File: config.mk
export PLATFORM = sky130hd
export DESIGN_NAME = conv_punct_encoder
export DESIGN_NICKNAME = d
export VERILOG_FILES = /design/src/rtl/conv_punct_encoder_pkg.sv /design/src/rtl/conv_k7_core.sv /design/src/rtl/conv_punct_encoder.sv
export SDC_FILE = /design/constraint.sdc
export NUM_CORES = 1
export LEC_CHECK = 0
export ABC_AREA = 1
export CAP_MARGIN = 20
export CORE_ASPECT_RATIO = 1.1
export CORE_MARGIN = 2
export CORE_UTILIZATION = 59
export CTS_CLUSTER_SIZE = 40
export DETAILED_ROUTE_END_ITERATION = 10
export PLACE_DENSITY = 0.84
export SLEW_MARGIN = 20
export SYNTH_ARGS = -nofsm -noshare
export SYNTH_HDL_FRONTEND = slang
export SYNTH_SLANG_ARGS = --single-unit
File: constraint.sdc
create_clock -name i_clk -period 3.6 [get_ports i_clk]
set_clock_uncertainty 0.05 [all_clocks]
set_input_delay 0.36 -clock i_clk [delete_from_list [all_inputs] [get_ports i_clk]]
set_output_delay 0.36 -clock i_clk [all_outputs]
set_load 0.02 [all_outputs]
File: src/rtl/conv_punct_encoder_pkg.sv
// Shared types and constants for the 802.11a K=7 convolutional encoder with puncturing.
package conv_punct_encoder_pkg;

  typedef enum logic [1:0] {ST_IDLE = 2'd0, ST_SIGNAL = 2'd1, ST_DATA = 2'd2} state_t;
  typedef enum logic [1:0] {R12 = 2'd0, R23 = 2'd1, R34 = 2'd2} code_rate_t;

  typedef struct packed {
    code_rate_t rate;
    logic       err;
  } rate_dec_t;

  localparam int SIG_BITS_DEF = 24;

  localparam logic [3:0] RATE_6  = 4'b1101;
  localparam logic [3:0] RATE_9  = 4'b1111;
  localparam logic [3:0] RATE_12 = 4'b0101;
  localparam logic [3:0] RATE_18 = 4'b0111;
  localparam logic [3:0] RATE_24 = 4'b1001;
  localparam logic [3:0] RATE_36 = 4'b1011;
  localparam logic [3:0] RATE_48 = 4'b0001;
  localparam logic [3:0] RATE_54 = 4'b0011;

  // Tap masks over {s[5:0], in}: bit0 = current input, bit k = s[k-1].
  // These are g0=133o and g1=171o bit-reversed.
  localparam logic [6:0] G0_TAPS = 7'b1101101;
  localparam logic [6:0] G1_TAPS = 7'b1001111;

  function automatic rate_dec_t decode_rate(input logic [3:0] code);
    rate_dec_t d;
    d.rate = R12;
    d.err  = 1'b0;
    case (code)
      RATE_6, RATE_12, RATE_24:          d.rate = R12;
      RATE_48:                           d.rate = R23;
      RATE_9, RATE_18, RATE_36, RATE_54: d.rate = R34;
      default:                           d.err  = 1'b1;
    endcase
    return d;
  endfunction

  function automatic logic [1:0] phase_max(input code_rate_t r);
    case (r)
      R23:     return 2'd1;
      R34:     return 2'd2;
      default: return 2'd0;
    endcase
  endfunction

endpackage

File: src/rtl/conv_k7_core.sv
// K=7 convolutional core: 6-bit shift register and the two generator outputs.
module conv_k7_core
  import conv_punct_encoder_pkg::*;
(
  input  logic i_clk,
  input  logic i_rst_n,
  input  logic i_clr,
  input  logic i_en,
  input  logic i_bit,
  output logic o_a,
  output logic o_b
);

  logic [5:0] r_sr;
  logic [6:0] w_win;

  assign w_win = {r_sr, i_bit};
  assign o_a   = ^(w_win & G0_TAPS);
  assign o_b   = ^(w_win & G1_TAPS);

  always_ff @(posedge i_clk or negedge i_rst_n) begin
    if (!i_rst_n)  r_sr <= '0;
    else if (i_clr) r_sr <= '0;
    else if (i_en)  r_sr <= {r_sr[4:0], i_bit};
  end

endmodule

File: src/rtl/conv_punct_encoder.sv
// 802.11a convolutional encoder with rate 1/2, 2/3, 3/4 puncturing and a
// single-entry (A,B) holding register feeding a serial valid/ready output.
module conv_punct_encoder
  import conv_punct_encoder_pkg::*;
#(
  parameter int SIG_BITS = SIG_BITS_DEF
) (
  input  logic       i_clk,
  input  logic       i_rst_n,
  input  logic       i_start,
  input  logic [3:0] i_rate,
  input  logic       i_in_bit,
  input  logic       i_in_valid,
  input  logic       i_in_last,
  output logic       o_in_ready,
  output logic       o_out_bit,
  output logic       o_out_valid,
  input  logic       i_out_ready,
  output logic       o_busy,
  output logic       o_rate_err
);

  localparam int CW = $clog2(SIG_BITS + 1);

  state_t     r_state;
  code_rate_t r_rate;
  logic [CW-1:0] r_cnt;
  logic [1:0] r_phase;
  logic r_rate_err, r_ha, r_hb, r_va, r_vb, r_last_seen;
  logic w_in_xfer, w_out_xfer, w_a, w_b, w_pa, w_pb, w_va_n, w_vb_n, w_clr, w_active;
  rate_dec_t w_dec;

  assign w_dec       = decode_rate(i_rate);
  assign w_clr       = (r_state == ST_IDLE) && i_start;
  assign w_active    = (r_state != ST_IDLE) && !r_last_seen;
  assign o_out_valid = r_va | r_vb;
  assign o_out_bit   = r_va ? r_ha : r_hb;
  assign o_in_ready  = w_active && ((!r_va && !r_vb) || ((r_va ^ r_vb) && i_out_ready));
  assign w_in_xfer   = i_in_valid & o_in_ready;
  assign w_out_xfer  = o_out_valid & i_out_ready;
  assign o_busy      = (r_state != ST_IDLE);
  assign o_rate_err  = r_rate_err;

  conv_k7_core u_core (
    .i_clk   (i_clk),
    .i_rst_n (i_rst_n),
    .i_clr   (w_clr),
    .i_en    (w_in_xfer),
    .i_bit   (i_in_bit),
    .o_a     (w_a),
    .o_b     (w_b)
  );

  // Which of A/B survive puncturing for the bit being accepted now.
  always_comb begin
    w_pa = 1'b1;
    w_pb = 1'b1;
    if (r_state == ST_DATA) begin
      case (r_rate)
        R23: if (r_phase == 2'd1) w_pb = 1'b0;
        R34: begin
          if (r_phase == 2'd1)      w_pb = 1'b0;
          else if (r_phase == 2'd2) w_pa = 1'b0;
        end
        default: ;
      endcase
    end
  end

  // A refill always coincides with the last held bit leaving, so it overwrites both flags.
  always_comb begin
    w_va_n = r_va;
    w_vb_n = r_vb;
    if (w_out_xfer) begin
      if (r_va) w_va_n = 1'b0;
      else      w_vb_n = 1'b0;
    end
    if (w_in_xfer) begin
      w_va_n = w_pa;
      w_vb_n = w_pb;
    end
  end

  always_ff @(posedge i_clk or negedge i_rst_n) begin
    if (!i_rst_n) begin
      r_state     <= ST_IDLE;
      r_rate      <= R12;
      r_cnt       <= '0;
      r_phase     <= '0;
      r_rate_err  <= 1'b0;
      r_ha        <= 1'b0;
      r_hb        <= 1'b0;
      r_va        <= 1'b0;
      r_vb        <= 1'b0;
      r_last_seen <= 1'b0;
    end else begin
      r_va <= w_va_n;
      r_vb <= w_vb_n;
      if (w_in_xfer) begin
        r_ha <= w_a;
        r_hb <= w_b;
      end
      case (r_state)
        ST_IDLE: if (i_start) begin
          r_state     <= ST_SIGNAL;
          r_cnt       <= '0;
          r_phase     <= '0;
          r_rate      <= w_dec.rate;
          r_rate_err  <= w_dec.err;
          r_last_seen <= 1'b0;
        end
        ST_SIGNAL: if (w_in_xfer) begin
          r_cnt <= r_cnt + CW'(1);
          if (r_cnt == CW'(SIG_BITS - 1)) begin
            r_state <= ST_DATA;
            r_phase <= '0;
          end
        end
        ST_DATA: if (w_in_xfer)
          r_phase <= (r_phase == phase_max(r_rate)) ? 2'd0 : r_phase + 2'd1;
        default: r_state <= ST_IDLE;
      endcase
      if (w_in_xfer && i_in_last) r_last_seen <= 1'b1;
      if (r_last_seen && !w_va_n && !w_vb_n) begin
        r_state     <= ST_IDLE;
        r_last_seen <= 1'b0;
      end
    end
  end

endmodule
==> results of run 1 <==
## state kept, by name, summed over array words and instances (netlist names), 2 cells and up
register,cells
r_state,2
r_rate,2
r_phase,2
r_cnt,5
u_core.r_sr,6
## report_power, final
part	total [mW]	internal, mW	switching [mW]
clock	0.121	0.0415	0.0795
combinational	0.549	0.215	0.335
sequential	0.406	0.341	0.0644
## worst paths after layout
check	start	endpoint	slack [ps]	cells past startpoint
min in group asynchronous	i_rst_n	r_cnt[0]	480	2
setup / recovery	r_va	o_in_ready	1230	6
hold reg to reg	r_hb	r_hb	460	2
setup reg to reg	r_va	r_cnt[1]	1840	11
hold / removal	r_hb	r_hb	460	2
max in group asynchronous	i_rst_n	r_cnt[1]	2670	2
## through the flow
step / hold slack, ps / power (mW) / utilization [%] / instance area (µm²) / worst slack, ps
final: 455 / 1.08 / 70.1 / 1560 / 1230
after floorplan: 14.4 / 0.816 / - / 1370 / 2010
after detailed placement: 429 / 0.967 / 68.7 / 1530 / 1370
after global routing: 490 / 1.18 / 70.1 / 1560 / 1090
after CTS: 462 / 1.08 / 69.9 / 1560 / 1220
after global placement: 422 / 0.939 / 68.7 / 1530 / 1400
## per-layer routing
metal | part of all wire (%) | up-vias | wire length [µm]
met5 | 0 | - | 0
met3 | 3.2 | 3 | 79
met4 | 0.78 | 0 | 19
li1 | - | 577 | -
met1 | 43 | 515 | 1030
met2 | 53 | 21 | 1300
## critical path: stages, from the launching register on
cell             delay [ps]
dfrtp_1                 390
inv_1                    80
ha_1                    270
nand2_1                  40
nand2_1                 130
and2_1                  140
clkdlybuf4s50_1         590
## cell type report
cell class,instances,area (µm²)
inverters,26,97.6
repair buffers,16,155
clock inverters,1,5.00
clock buffers,3,22.5
flip-flops and latches,23,576
multi-input cells,120,671
fillers,185,666
well taps,30,37.5
## cell usage in the layout (no fill, tap or decap), types with 4 or more instances in the layout
cell type and n:
nand2_1 46, inv_1 23, dfrtp_1 23, nand3_1 14, clkdlybuf4s50_1 14, o21ai_0 11
nor2_1 11, ha_1 8, a21oi_1 5, xor2_1 4
## kinds of logic (layout without fill, tap and decap cells)
group           Yosys count  after routing  synth area share (%)
mux                       1              1                 0.733
simple gates             83             83                  27.7
compound gates           21             21                  8.79
fa+ha+maj                 8              8                  7.33
xor+xnor                  7              7                  4.49
flops                    23             23                  42.1
buf+inv                  28             46                  8.79
## Yosys cell counts, drive strengths merged
master,count,share of area [%]
nand2,47,13
buf,2,1.6
nand3,15,6.4
nor2,14,5.1
xor2,4,2.6
o31ai,3,1.6
or2,1,0.46
o21ai,13,5.3
a21oi,5,1.8
mux2i,1,0.73
inv,26,7.1
nor3,2,0.73
dfrtp,23,42
xnor2,3,1.9
nand4,2,0.92
ha,8,7.3
nand3b,1,0.55
and2,1,0.46
==> run metrics, run 1 <==
crit path capture type=output port; Tightest Hold Check Type=reg -> reg; status=finished, final reports clean; vias=1116; die width=49.9 µm; clk root buf=clkbuf_4; GR Util met1=26.0%; Unique masters post-synth=24; Post-Layout Cell Count=219; LEAKAGE=0.787 nW; Pwr Density=688 mW/mm²; Setup CP Type=reg -> out; Post CTS Setup Buffer Count=0; Final setup viols=0; final setup TNS=0 ps; DRC Markers=0; first-pass GRT wire length=4300 µm; Core ar.=0.00223 mm²; DPL Wire Length=1920 µm; Synth Area per Inst=7.99 µm²; GRT Util Overall=20.8%; CTS tree=built; Die Ht=54.5 µm; vias in the first global route=1060; Syn Std Cell Area=0.00137 mm²; #FFs+latches synth=23; largest net degree at the start of global routing=24; max-cap violations=0; sequential share of the synthesized area=42.1%; share of layout cells above drive strength 1=8.47%; # port buffers=15; actual slew at the worst max-slew pin=509 ps; Worst Path Required=3190 ps; routability cong.=0.763; initial DRC count=20; Antenna diodes=0; num rows=18; max frequency=422 MHz; Initial DRT Pass Iterations=4; GRT overflow=0; H-tree depth=1; startpoint class of the critical path=flop; drt total wl=2430 µm; clock sink total=23; Final Hold Violating Endpoints=0; Placed Cells=214; via/cell ratio=5.10; Bufs on Longest Clock Path=2; RSZ-0062 raised after global routing=no; # IOs=16; Slew Limit Fails=0; gr busiest metal=met2; antenna-violating nets left=0; number of antenna violations at the first check in global routing=0; arrival time at the worst endpoint=1960 ps; die area=0.00272 mm²; YS warnings=0; Post-Syn Nets=190; Nets=209; worst-path maximum fanout=3; number of CTS-inserted buffers=3; Peak supply drop=485 µV; met2 Use GR=38.2%; Period Utilization, post-route=65.9%; synth-to-layout area growth=14.5%; hold buffers post-CTS=0; worst skew pair latency=310 ps; Initial Utilization=61.3%; CTS clock-pin slew for the worst setup and hold paths=130 ps; GR Layer Usage met3=3.28%; Final min period=2370 ps; Cells after Synth=171; post-cts sizing count=0; Rel. slew slack=66.1%; WL/cell=11.1 µm
Power figures use the tool's default switching activity.
==> inputs of run 2 (changes only) <==
Settings changed: CORE_UTILIZATION 59 to 55, PLACE_DENSITY 0.84 to 0.79.
Clock period 3.6 ns to 2.5 ns, I/O delays scaled along.
==> run metrics, run 2 (synthesized netlist as in run 1, its figures left out) <==
# port buffers=15; antenna-violating nets left=0; Setup CP Type=reg -> out; GRT Util Overall=20.7%; H-tree depth=1; Final Hold Violating Endpoints=0; Die Ht=56.3 µm; worst path buffer plus inverter count=2; CP max-delay cell=clkdlybuf4s50_1; hold buffers post-CTS=0; metal2 WL=1360 µm; critical path, cell by cell=inv_1, ha_1, nand2_1, nand2_1, and2_1, clkdlybuf4s50_1; WL/cell=11.7 µm; Pwr Density=994 mW/mm²; metal3 WL=84 µm; most frequent cells in the layout=nand2_1, inv_1, dfrtp_1; number of CTS-inserted buffers=3; Rel. slew slack=69.8%; met1 WL=1080 µm; num rows=18; worst-path maximum fanout=3; final setup TNS=0 ps; vias in the first global route=1144; DPL Wire Length=1960 µm; crit path capture type=output port; vias=1139; CTS tree=built; Final min period=2320 ps; # IOs=16; post-cts sizing count=0; actual slew at the worst max-slew pin=452 ps; Initial DRT Pass Iterations=4; Core ar.=0.00230 mm²; Peak supply drop=538 µV; Antenna diodes=0; Post-Place Worst Slack=464 ps; critical path's top delay family=buffers and inverters; arrival time at the worst endpoint=2020 ps; die width=51.5 µm; CP dominant cell by count=nand2_1; share of layout cells above drive strength 1=8.47%; clock sink total=23; leading cell type in the layout, fill and taps excluded=nand2_1; DRC Markers=0; Nets=209; routability cong.=0.756; max FFs per register=6; Final setup viols=0; LEAKAGE=0.788 nW; Slew Limit Fails=0; Initial Utilization=59.5%; max-cap violations=0; Bufs on Longest Clock Path=2; largest net degree at the start of global routing=24; Worst Path Required=2200 ps; Power, Total=1.56 mW; CTS clock-pin slew for the worst setup and hold paths=130 ps; drt total wl=2560 µm; crit-path max cell delay=590 ps; startpoint class of the critical path=flop; Top Registers=u_core.r_sr (6), r_cnt (5); max frequency=431 MHz; Top reg by flops=u_core.r_sr; top sig layer=met4; via/cell ratio=5.20; clk root buf=clkbuf_4; layout filler cell count=201; Post CTS Setup Buffer Count=0; fin worst setup slack=181 ps; RSZ-0062 raised after global routing=no; Period Utilization, post-route=92.8%; worst skew pair latency=320 ps; first-pass GRT wire length=4600 µm; initial DRC count=19; status=finished, final reports clean; number of antenna violations at the first check in global routing=0; Tightest Hold Check Type=in -> async; GRT overflow=0; synth-to-layout area growth=14.7%; die area=0.00290 mm²
## run 2: changes by cell type in the layout (fill, tap and decap cells not counted), sizes merged
cell,change
dlygate4sd3,-1
clkdlybuf4s50,+1
## run 2: worst paths after layout
kind | depth (start not counted) | slack [ps] | to | start
worst min register to register | 2 | 450 | r_ha | r_ha
worst min-delay path | 2 | 220 | r_hb | i_rst_n
min in group i_clk | 2 | 450 | r_ha | r_ha
worst max register to register | 9 | 670 | r_state[0] | r_va
max in group asynchronous | 2 | 1940 | r_cnt[4] | i_rst_n
worst max-delay path | 6 | 180 | o_in_ready | r_va
## run 2: stage by stage
| stage | cell area (µm²) | utilization, % | hold WS, ps | std cells |
|---|---|---|---|---|
| after floorplan | 1370 | - | -95.6 | 171 |
| after global placement | 1540 | 67.0 | 424 | 215 |
| after detailed placement | 1540 | 67.0 | 421 | 215 |
| after CTS | 1570 | 68.2 | 240 | 219 |
| after global routing | 1570 | 68.2 | 265 | 219 |
| final | 1570 | 68.2 | 221 | 219 |
## run 2: layout make-up
type                    count  area (µm²)  share of cell area [%]
repair buffers             16         158                    10.1
multi-input cells         120         671                    42.8
flip-flops and latches     23         576                    36.7
clock buffers               3        22.5                    1.44
clock inverters             1        5.00                   0.319
well taps                  30        37.5                    2.40
inverters                  26        97.6                    6.23
## run 2: worst reg2reg max path: cells and delay by family (launching register included)
kind,cells,cell delay (ps)
adders and majority gates,1,280
buffers and inverters,1,90
DFF,1,410
and+or+nand+nor,7,890
## run 2: routing by layer
layer / vias to the layer above / GRT usage (%)
li1: 579 / -
met3: 5 / 3.19
met1: 537 / 24.3
met4: 0 / 6.77
met2: 18 / 37.5
met5: - / 0
## run 2: power breakdown
group	internal, mW	total [mW]	switching, mW
Clock	0.0598	0.175	0.116
Sequential	0.492	0.584	0.0925
Combinational	0.311	0.797	0.486
==> inputs of run 3 (changes only) <==
Settings changed: CTS_CLUSTER_SIZE 40 to 10.
==> results of run 3 <==
Final layout, timing and power as in run 2 (identical DEF).
